`src/rtl/scan_group_mux_initiator.sv`:
```
// scan_group_mux_initiator
// Initiator side of the group_mux static-access protocol. A 54-bit serial
// scan register is loaded with {wen, ren, addr[19:0], wdata[31:0]} (LSB
// first), an edge on scan_update launches the access, and the status/result
// frame is shifted back out through the same register.
//
// Optional feature: define TIMEOUT_EN to bound the WAIT state to
// TIMEOUT_CYCLES cycles; an expired wait returns status 2'b11 and data
// 32'hDEAD_DEAD.
module scan_group_mux_initiator #(
  parameter int SETUP_CYCLES   = 2,
  parameter int TIMEOUT_CYCLES = 1024,
  parameter int CNT_W          = 11
) (
  input  logic        clk,
  input  logic        rst_n,
  input  logic        scan_in,
  input  logic        scan_shift,
  input  logic        scan_update,
  output logic        scan_out,
  output logic        busy,
  output logic        static_wen_group_mux,
  output logic        static_ren_group_mux,
  output logic [19:0] static_addr_group_mux,
  output logic [31:0] static_wdata_group_mux,
  output logic        scan_id_group_mux,
  input  logic [31:0] static_rdata_group_mux,
  input  logic        static_ready_group_mux
);

  typedef enum logic [2:0] {
    S_IDLE,
    S_SETUP,
    S_ASSERT,
    S_WAIT,
    S_RELEASE,
    S_DONE
  } state_t;

  localparam logic [1:0] ST_OK      = 2'b01;
  localparam logic [1:0] ST_INVALID = 2'b10;
  localparam logic [1:0] ST_TIMEOUT = 2'b11;

  // Parameter sanity: setup needs at least one cycle and the counter must be
  // wide enough to reach the timeout limit.
  if (SETUP_CYCLES < 1) begin : g_bad_setup
    $error("SETUP_CYCLES must be at least 1");
  end
  if (CNT_W < $clog2(TIMEOUT_CYCLES + 1) || CNT_W < $clog2(SETUP_CYCLES + 1)) begin : g_bad_cnt_w
    $error("CNT_W too narrow for SETUP_CYCLES/TIMEOUT_CYCLES");
  end

  state_t             state;
  logic [53:0]        shreg;
  logic [CNT_W-1:0]   cnt;
  logic               update_q;
  logic               update_edge;
  logic               cmd_valid;
  logic               wait_expired;

  assign update_edge = scan_update & ~update_q;
  assign cmd_valid   = shreg[53] ^ shreg[52];
  assign scan_out    = shreg[0];

`ifdef TIMEOUT_EN
  assign wait_expired = (cnt == CNT_W'(TIMEOUT_CYCLES));
`else
  assign wait_expired = 1'b0;
`endif

  // Previous scan_update level, tracked in every state so a level held
  // through a busy period cannot re-launch once the FSM returns to DONE.
  // NOTE: sequential state uses non-blocking assignments so every register
  // samples pre-edge values regardless of statement order.
  always_ff @(posedge clk or negedge rst_n) begin
    if (!rst_n) update_q <= 1'b0;
    else        update_q <= scan_update;
  end

  // Transaction FSM, scan register and registered bus outputs.
  always_ff @(posedge clk or negedge rst_n) begin
    if (!rst_n) begin
      state                  <= S_IDLE;
      // NOTE: the scan register is reset explicitly; it is the status frame
      // read back after reset, so it must not power up with junk.
      shreg                  <= '0;
      cnt                    <= '0;
      busy                   <= 1'b0;
      static_wen_group_mux   <= 1'b0;
      static_ren_group_mux   <= 1'b0;
      static_addr_group_mux  <= '0;
      static_wdata_group_mux <= '0;
      scan_id_group_mux      <= 1'b0;
    end else begin
      case (state)
        S_IDLE, S_DONE: begin
          if (update_edge) begin
            // An update edge takes priority over a simultaneous shift.
            if (cmd_valid) begin
              state                  <= S_SETUP;
              busy                   <= 1'b1;
              cnt                    <= '0;
              static_wen_group_mux   <= shreg[53];
              static_ren_group_mux   <= shreg[52];
              static_addr_group_mux  <= shreg[51:32];
              static_wdata_group_mux <= shreg[31:0];
            end else begin
              shreg[53:52] <= ST_INVALID;
              state        <= S_DONE;
            end
          end else if (scan_shift) begin
            shreg <= {scan_in, shreg[53:1]};
          end
        end

        S_SETUP: begin
          if (cnt == CNT_W'(SETUP_CYCLES - 1)) begin
            state             <= S_ASSERT;
            scan_id_group_mux <= 1'b1;
            cnt               <= '0;
          end else begin
            cnt <= cnt + 1'b1;
          end
        end

        // Ready is deliberately not sampled here; the responder cannot have
        // seen scan_id yet.
        S_ASSERT: begin
          state <= S_WAIT;
          cnt   <= '0;
        end

        S_WAIT: begin
          if (static_ready_group_mux || wait_expired) begin
            state                  <= S_RELEASE;
            scan_id_group_mux      <= 1'b0;
            static_wen_group_mux   <= 1'b0;
            static_ren_group_mux   <= 1'b0;
            static_addr_group_mux  <= '0;
            static_wdata_group_mux <= '0;
            if (static_ready_group_mux) begin
              shreg[53:52] <= ST_OK;
              shreg[31:0]  <= static_ren_group_mux ? static_rdata_group_mux
                                                   : static_wdata_group_mux;
            end else begin
              shreg[53:52] <= ST_TIMEOUT;
              shreg[31:0]  <= 32'hDEAD_DEAD;
            end
          end else begin
`ifdef TIMEOUT_EN
            cnt <= cnt + 1'b1;
`endif
          end
        end

        // Hold off until the responder drops ready so the next access does
        // not complete on a stale handshake.
        S_RELEASE: begin
          if (!static_ready_group_mux) begin
            state <= S_DONE;
            busy  <= 1'b0;
          end
        end

        default: state <= S_IDLE;
      endcase
    end
  end

endmodule

```
`config.mk`:
```
export PLATFORM = sky130hd
export DESIGN_NAME = scan_group_mux_initiator
export DESIGN_NICKNAME = d
export VERILOG_FILES = /design/src/rtl/scan_group_mux_initiator.sv
export SDC_FILE = /design/constraint.sdc
export NUM_CORES = 1
export LEC_CHECK = 0
export ABC_AREA = 1
export ABC_CLOCK_PERIOD_IN_PS = 4600
export BUFFER_PORTS_ARGS = -buffer_cell sky130_fd_sc_hd__buf_2
export CORE_MARGIN = 3
export CORE_UTILIZATION = 50
export CTS_BUF_LIST = sky130_fd_sc_hd__clkbuf_8
export CTS_CLUSTER_SIZE = 14
export DETAILED_ROUTE_END_ITERATION = 10
export PLACE_DENSITY = 0.76
export RECOVER_POWER = 25
export SYNTH_ARGS = -nofsm -noshare
export SYNTH_HDL_FRONTEND = slang
export SYNTH_SLANG_ARGS = --single-unit
```
`constraint.sdc`:
```
create_clock -name clk -period 4.6 [get_ports clk]
set_clock_uncertainty 0.1 [all_clocks]
set_input_delay 0.46 -clock clk [delete_from_list [all_inputs] [get_ports clk]]
set_output_delay 0.46 -clock clk [all_outputs]
set_load 0.1 [all_outputs]
```
# Word level (Yosys, flattened, before mapping)
# Index checks and enable logic that the tools add are counted.
# totals
reg_bits	125
wordCells	86
input_bits	38
# op_classes
n_eq_ne	15
n_mux	40
add_sub_neg	1
n_reduce_logical	14
bitwise	4
# ops
cell	count
32-bit two-way mux	6
32-bit one-hot mux with 2 select lines	2
20-bit two-way mux	3
54-bit two-way mux	1
20-bit one-hot mux with 2 select lines	1
11-bit two-way mux	3
11-bit one-hot mux with 3 select lines	1
4-bit AND reduction	5
3-bit two-way mux	5
3-bit one-hot mux with 5 select lines	1
2-bit inequality test (second input constant)	7
11-bit by 1-bit adder with 11-bit output (second input constant)	1
11-bit by 1-bit equality test with 1-bit output (second input constant)	1
1-bit two-way mux	9
3-bit AND reduction	3
1-bit one-hot mux with 2 select lines	4
3-bit by 2-bit equality test with 1-bit output (second input constant)	2
3-bit equality test (second input constant)	2
2-bit two-way mux	3
3-bit inequality test (second input constant)	2
2-bit nonzero test	3
2-bit one-hot mux with 2 select lines	1
3-bit by 1-bit equality test with 1-bit output (second input constant)	1
3-bit logical NOT	1
5 further kinds	6

# Longest topological paths before layout
# Gate-level depths: netlist of the first run.
# logic_depth
depth_word	4
mapped_depth	10
mapped_depth_nobuf	8

# Worst setup path after synthesis of the first run
# OpenSTA, ideal clock, no wires.
# synth_path
kind	register to register
startpoint	register static_ren_group_mux
endpoint	register shreg[1]
t_required_ps	4383
setup_ps	117
arrival_ps	1859
path_stages_with_launch	8
slack_ps	2524
period_less_slack_ps	2076
path_cell_list	dfrtp_1 > clkbuf_1 > clkbuf_1 > o21ai_0 > nand2_1 > o21ai_0 > nand2_1 > nand2_1
# synth_between
elab_chain_len	3
# synth_rtl
item	line_no	text
start: declaration	23	output logic static_ren_group_mux,
start signal: assignment	104	static_ren_group_mux <= shreg[52];
32-bit two-way mux	143	shreg[31:0] <= static_ren_group_mux ? static_rdata_group_mux
32-bit two-way mux	134	if (static_ready_group_mux || wait_expired) begin
32-bit one-hot mux with 2 select lines	95	case (state)
end signal: assignment	112	shreg <= {scan_in, shreg[53:1]};
end signal: assignment	143	
end: declaration	54	logic [53:0] shreg;
# Every way passes these cells. The select of a mux whose other input is x is not followed.
# A chain may end at the register's enable or synchronous reset.

==> results of run 1 <==
[sequential cells by signal (all words and copies together) (netlist names), 3 cells and up]
name                    count
state                       3
static_addr_group_mux      20
static_wdata_group_mux     32
shreg                      54
cnt                        11
[area by class of cell]
type	instances	area share
clock buffers	22	0.0438
clock inverters	7	0.0128
inverters	66	0.0358
multi-input cells	575	0.356
flip-flops and latches	125	0.452
well taps	143	0.0259
repair buffers	99	0.0734
[repair_timing]
| action | CTS | global route |
|---|---|---|
| hold buffers | 1 | 0 |
| setup endpoints to repair | 0 | 0 |
| hold endpoints to repair | 45 | 0 |
[logic make-up (layout without fill, tap and decap cells)]
logic type | after synthesis | in the layout | synth area share
and+or+nand+nor | 423 | 423 | 0.277
AOI/OAI and AO/OA | 147 | 147 | 0.122
DFF | 125 | 125 | 0.516
buffers and inverters | 109 | 194 | 0.0760
xor gates and xnor gates | 3 | 3 | 0.00434
adders and majority gates | 2 | 2 | 0.00413
[worst paths after layout]
path / from / endpoint / slack (ns)
min in group asynchronous: rst_n / static_wdata_group_mux[14]$_DFFE_PN0P_ / 1.21
max reg2reg: state[0]$_DFFE_PN0P_ / static_wdata_group_mux[12]$_DFFE_PN0P_ / 1.87
max in group clk: state[0]$_DFFE_PN0P_ / static_wdata_group_mux[12]$_DFFE_PN0P_ / 1.87
min: scan_update / update_q$_DFF_PN0_ / 0.07
min reg2reg: shreg[3]$_DFFE_PN0P_ / shreg[3]$_DFFE_PN0P_ / 0.38
max: rst_n / static_ren_group_mux$_DFFE_PN0P_ / 1.59
[metal layers]
metal	part of all wire	GRT usage	up-vias	routed length, um
met1	0.49	0.290	2379	6470
met3	0.051	0.0386	16	674
li1	-	-	2684	-
met4	0.011	0.0534	0	146
met5	0	0	-	0
met2	0.45	0.320	133	6010
[Yosys cell counts (all sizes together) (2+ instances only)]
cell / count
xor2: 2
dfrtp: 125
inv: 66
nand2: 355
nand4: 5
buf: 24
nor2: 33
ha: 2
nand3: 28
o21ai: 135
a21oi: 11
clkbuf: 19
[critical path, stage by stage]
cell and delay (ns):
dlygate4sd3_1 0.52, clkbuf_1 1.71, buf_4 0.68
[power by group through the flow]
stage / registers, mW / logic [mW] / clock network, mW
after floorplan: 2.78 / 1.25 / 0
after global placement: 1.72 / 2.72 / 0
after detailed placement: 1.72 / 2.76 / 0
after CTS: 1.71 / 2.77 / 0.966
after global routing: 1.76 / 3.00 / 1.01
final: 1.71 / 2.74 / 0.957
==> impl_metrics.json, run 1 <==
{
  "num_vias": 5212,
  "rr_worst_depth": 6,
  "via_per_inst": 5.03,
  "drt_iter0_markers": 359,
  "final_common_cell": "nand2_1",
  "crit_path_start_kind": "input port",
  "antenna_found_initial": 0,
  "n_fill_cell": 1062,
  "cts_tree": "yes",
  "power_frac_comb": 0.507,
  "ys_types": 26,
  "grtUsageTotal": 0.202,
  "clock_path_buffers": 2,
  "power_mw": 5.41,
  "final_cell_area_mm2": 0.00692,
  "synth_top_flop_cell": "dfrtp_1",
  "setup_violations": 0,
  "hold_viol_final": 0,
  "setup_slack_ns": 1.59,
  "max-slew-margin-rel": -0.606,
  "grt_max_degree": 109,
  "status": "finished with violations",
  "drc": 0,
  "seqPwrFrac": 0.317,
  "diodes": 0,
  "finalNetCount": 924,
  "cts_buffers": 17,
  "initial_utilization": 0.522,
  "synthToLayoutAreaGrowth_pct": 14.2,
  "p_per_area_mw_per_mm2": 783,
  "synth_fp_nets": 849,
  "hp-class": "input port to flip-flop",
  "worstSetupPathType": "input port to async pin",
  "arrival_ns": 3.41,
  "coreArea_mm2": 0.0116,
  "peakVddDrop_mv": 0.964,
  "h-tree-depth": 4,
  "endpoint_kind": "async pin",
  "failed_checks": "capacitance limit, slew limit",
  "cts.clk_slew.worst_paths_ns": 0.07,
  "critPathMaxFanout": 47,
  "place_inst": 1007,
  "cts_resized": 0,
  "cts_setup_buffers": 0,
  "cts_sinks": 125,
  "synth_area_per_cell_um2": 7.49,
  "seqCellArea_mm2": 0.00313,
  "final_cell_mix": "nand2_1, dfrtp_1, o21ai_0",
  "ant_nets": 0,
  "holdPathStages": 1,
  "critPathRequiredTime_ns": 5.01,
  "pre_cts_ws_ns": 1.80,
  "overflow": 0,
  "ys.warnings.count": 0,
  "die_h_um": 116,
  "drv_slew": 48,
  "multiInputGateArea_mm2": 0.00246,
  "yosys_register_bits": 125,
  "port_buffers": 94,
  "finalNonFillerCells": 1037,
  "synth_area_mm2": 0.00606,
  "pwr-share-clk": 0.177,
  "rows": 39,
  "synth_top_cell_area_share": 0.516,
  "yosysSeqAreaShare": 0.516,
  "grt_pass1_vias": 4548,
  "wl_per_cell_um": 12.8,
  "netlist_instances": 809,
  "leakagePower_nw": 3.55,
  "synthArstFlopShare": 1.00,
  "finalSetupTns_ns": 0,
  "ioPinCount": 95,
  "synth_edf_count": 0,
  "dp_hpwl_um": 8560,
  "die_area_mm2": 0.0135,
  "worst_pin_slew_ns": 2.41,
  "internal-power_mw": 2.48,
  "period_share": 0.653,
  "period_needed_ns": 3.01,
  "switching_share": 0.541,
  "synth.area.top_cells": "dfrtp_1, nand2_1, o21ai_0",
  "fmax_ghz": 0.333,
  "synth_top_area_cell": "dfrtp_1",
  "final_layout_size_suffix_gt1_frac": 0.152,
  "drt_wl_total_um": 13300,
  "hold_slack_ns": 0.0658,
  "cts_root_buf": "clkbuf_8",
  "die_w_um": 116,
  "grt_setup_unrepaired": "no",
  "grt_pass1_wl_um": 21800,
  "cap_viol_max_count": 1,
  "clk_latency_ns": 0.42,
  "fin_util": 0.596,
  "routabilityCongestion": 0.821,
  "p_sw_mw": 2.93,
  "dpl_cell_area_mm2": 0.00653,
  "firstDrtPassIters": 5
}
Note: power is estimated with default switching activity, not from simulation.
==> run 2, diff against run 1 <==
- ABC_CLOCK_PERIOD_IN_PS: 4600 -> 2600
- PLACE_DENSITY: 0.76 -> 0.79
- clock period: 4.6 -> 2.6 ns (I/O delays scaled with it)
==> impl_metrics.json, run 2 (same netlist as run 1, synthesis figures left out) <==
{
  "arrival_ns": 1.77,
  "via_per_inst": 5.05,
  "power_mw": 9.67,
  "cp.buffers_inverters": 1,
  "cts_setup_buffers": 0,
  "die_area_mm2": 0.0135,
  "hp-start": "static_ready_group_mux",
  "grtUsageTotal": 0.205,
  "h-tree-depth": 4,
  "pre_cts_ws_ns": 0.706,
  "grt_pass1_vias": 4970,
  "initial_utilization": 0.522,
  "cts_buffers": 17,
  "cp_slowest_stage_delay_ns": 0.80,
  "worstSetupPathType": "flip-flop to primary output",
  "firstDrtPassIters": 5,
  "ant_nets": 0,
  "drt_iter0_markers": 311,
  "grt_setup_unrepaired": "no",
  "cts_sinks": 125,
  "port_buffers": 94,
  "dp_hpwl_um": 8860,
  "die_h_um": 116,
  "synthToLayoutAreaGrowth_pct": 16.3,
  "crit_path_start_kind": "flip-flop",
  "top_register": "shreg",
  "clk_latency_ns": 0.42,
  "largest_reg_flops": 54,
  "coreArea_mm2": 0.0116,
  "critPathRequiredTime_ns": 2.24,
  "setup_slack_ns": 0.473,
  "die_w_um": 116,
  "endpoint_kind": "primary output",
  "peakVddDrop_mv": 1.09,
  "finalSetupTns_ns": 0,
  "drc": 0,
  "grt_max_degree": 57,
  "diodes": 0,
  "overflow": 0,
  "setup_violations": 0,
  "cpMaxStageDelayCell": "dfrtp_2",
  "fmax_ghz": 0.470,
  "reg2reg_to": "static_wdata_group_mux[24]$_DFFE_PN0P_",
  "period_share": 0.818,
  "period_needed_ns": 2.13,
  "finalNetCount": 933,
  "drv_slew": 0,
  "path_delay_family": "flip-flops",
  "ioPinCount": 95,
  "crit_chain": "buf_2",
  "startpoint": "static_ren_group_mux$_DFFE_PN0P_",
  "drt_wl_total_um": 13200,
  "status": "complete, no violations",
  "cts.clk_slew.worst_paths_ns": 0.07,
  "final_layout_size_suffix_gt1_frac": 0.166,
  "min_to": "state[1]$_DFFE_PN0P_",
  "grt_pass1_wl_um": 22400,
  "cts_tree": "yes",
  "regToRegStartpoint": "state[2]$_DFFE_PN0P_",
  "r2r_setup_slack_ns": 0.70,
  "top_regs": "shreg x54, static_wdata_group_mux x32, static_addr_group_mux x20",
  "rr_worst_depth": 9,
  "hp-class": "input port to flip-flop",
  "leakagePower_nw": 3.61,
  "antenna_found_initial": 0,
  "final_common_cell": "nand2_1",
  "max-slew-margin-rel": 0.182,
  "critPathMaxFanout": 48,
  "final_cell_mix": "nand2_1, dfrtp_1, o21ai_0",
  "routabilityCongestion": 0.874,
  "num_vias": 5293,
  "holdPathStages": 4,
  "hold_viol_final": 0,
  "worst_pin_slew_ns": 1.23,
  "clock_path_buffers": 2,
  "cts_root_buf": "clkbuf_8",
  "rows": 39,
  "n_fill_cell": 1082,
  "wl_per_cell_um": 12.6,
  "cap_viol_max_count": 0,
  "p_per_area_mw_per_mm2": 1370
}
-- run 2: changes by cell type in the layout (fill, tap and decap cells not counted), moves of 2 or more --
cell        delta
clkinvlp_4     +3
clkbuf_1       -2
clkbuf_8       -3
buf_4          +5
buf_12         +3
inv_6          +3
-- run 2: repair_timing --
| item | in CTS | in global routing |
|---|---|---|
| endpoints found under the hold margin | 47 | 0 |
| hold buffers | 2 | 0 |
| resized for setup | 0 | 0 |
-- run 2: worst register-to-register path, delay by kind of cell, from the launching register on --
kind | cells | cell delay [ns]
buffers and inverters | 2 | 0.40
DFF | 1 | 0.48
and+or+nand+nor | 6 | 0.77
AOI/OAI and AO/OA | 1 | 0.09
-- run 2: how the worst max path moves through the flow --
stage                                                  end  slack, ns  cells after the start
global route                          static_ren_group_mux       0.35                      1
global placement                      shreg[6]$_DFFE_PN0P_       0.79                      8
floorplan                             shreg[1]$_DFFE_PN0P_       0.52                      7
detailed placement  static_wdata_group_mux[24]$_DFFE_PN0P_       0.71                      9
CTS                                   static_ren_group_mux       0.42                      1
finish                                static_ren_group_mux       0.47                      1
-- run 2: metal layers --
metal	vias up	routed length [um]	share of wire	global-route usage
met3	14	777	0.059	0.0569
met1	2429	6390	0.48	0.281
met5	-	0	0	0
li1	2717	-	-	-
met2	133	5900	0.45	0.323
met4	0	147	0.011	0.0580
-- run 2: layout make-up --
type / count / area [um2] / area share
repair buffers: 108 / 618 / 0.0877
clock inverters: 12 / 138 / 0.0195
multi-input cells: 575 / 2470 / 0.351
inverters: 66 / 248 / 0.0352
clock buffers: 19 / 262 / 0.0371
well taps: 143 / 179 / 0.0254
flip-flops and latches: 125 / 3130 / 0.444
-- run 2: through the flow --
step           utilization  cell area (um2)  std cells  hold slack [ns]
2_1_floorplan            -             6060        809           -0.136
3_3_place_gp         0.571             6630       1015            0.228
3_5_place_dp         0.571             6630       1015            0.224
4_1_cts              0.607             7050       1048           0.0650
5_1_grt              0.607             7040       1048           0.0917
6_report             0.607             7040       1048            0.108
-- run 2: power by group --
part / internal, mW / leakage (nW) / switching (mW)
Sequential: 2.54 / 1.65 / 0.503
Clock: 0.905 / 0.187 / 0.792
Combinational: 0.989 / 1.77 / 3.94
Total: 4.43 / 3.61 / 5.23
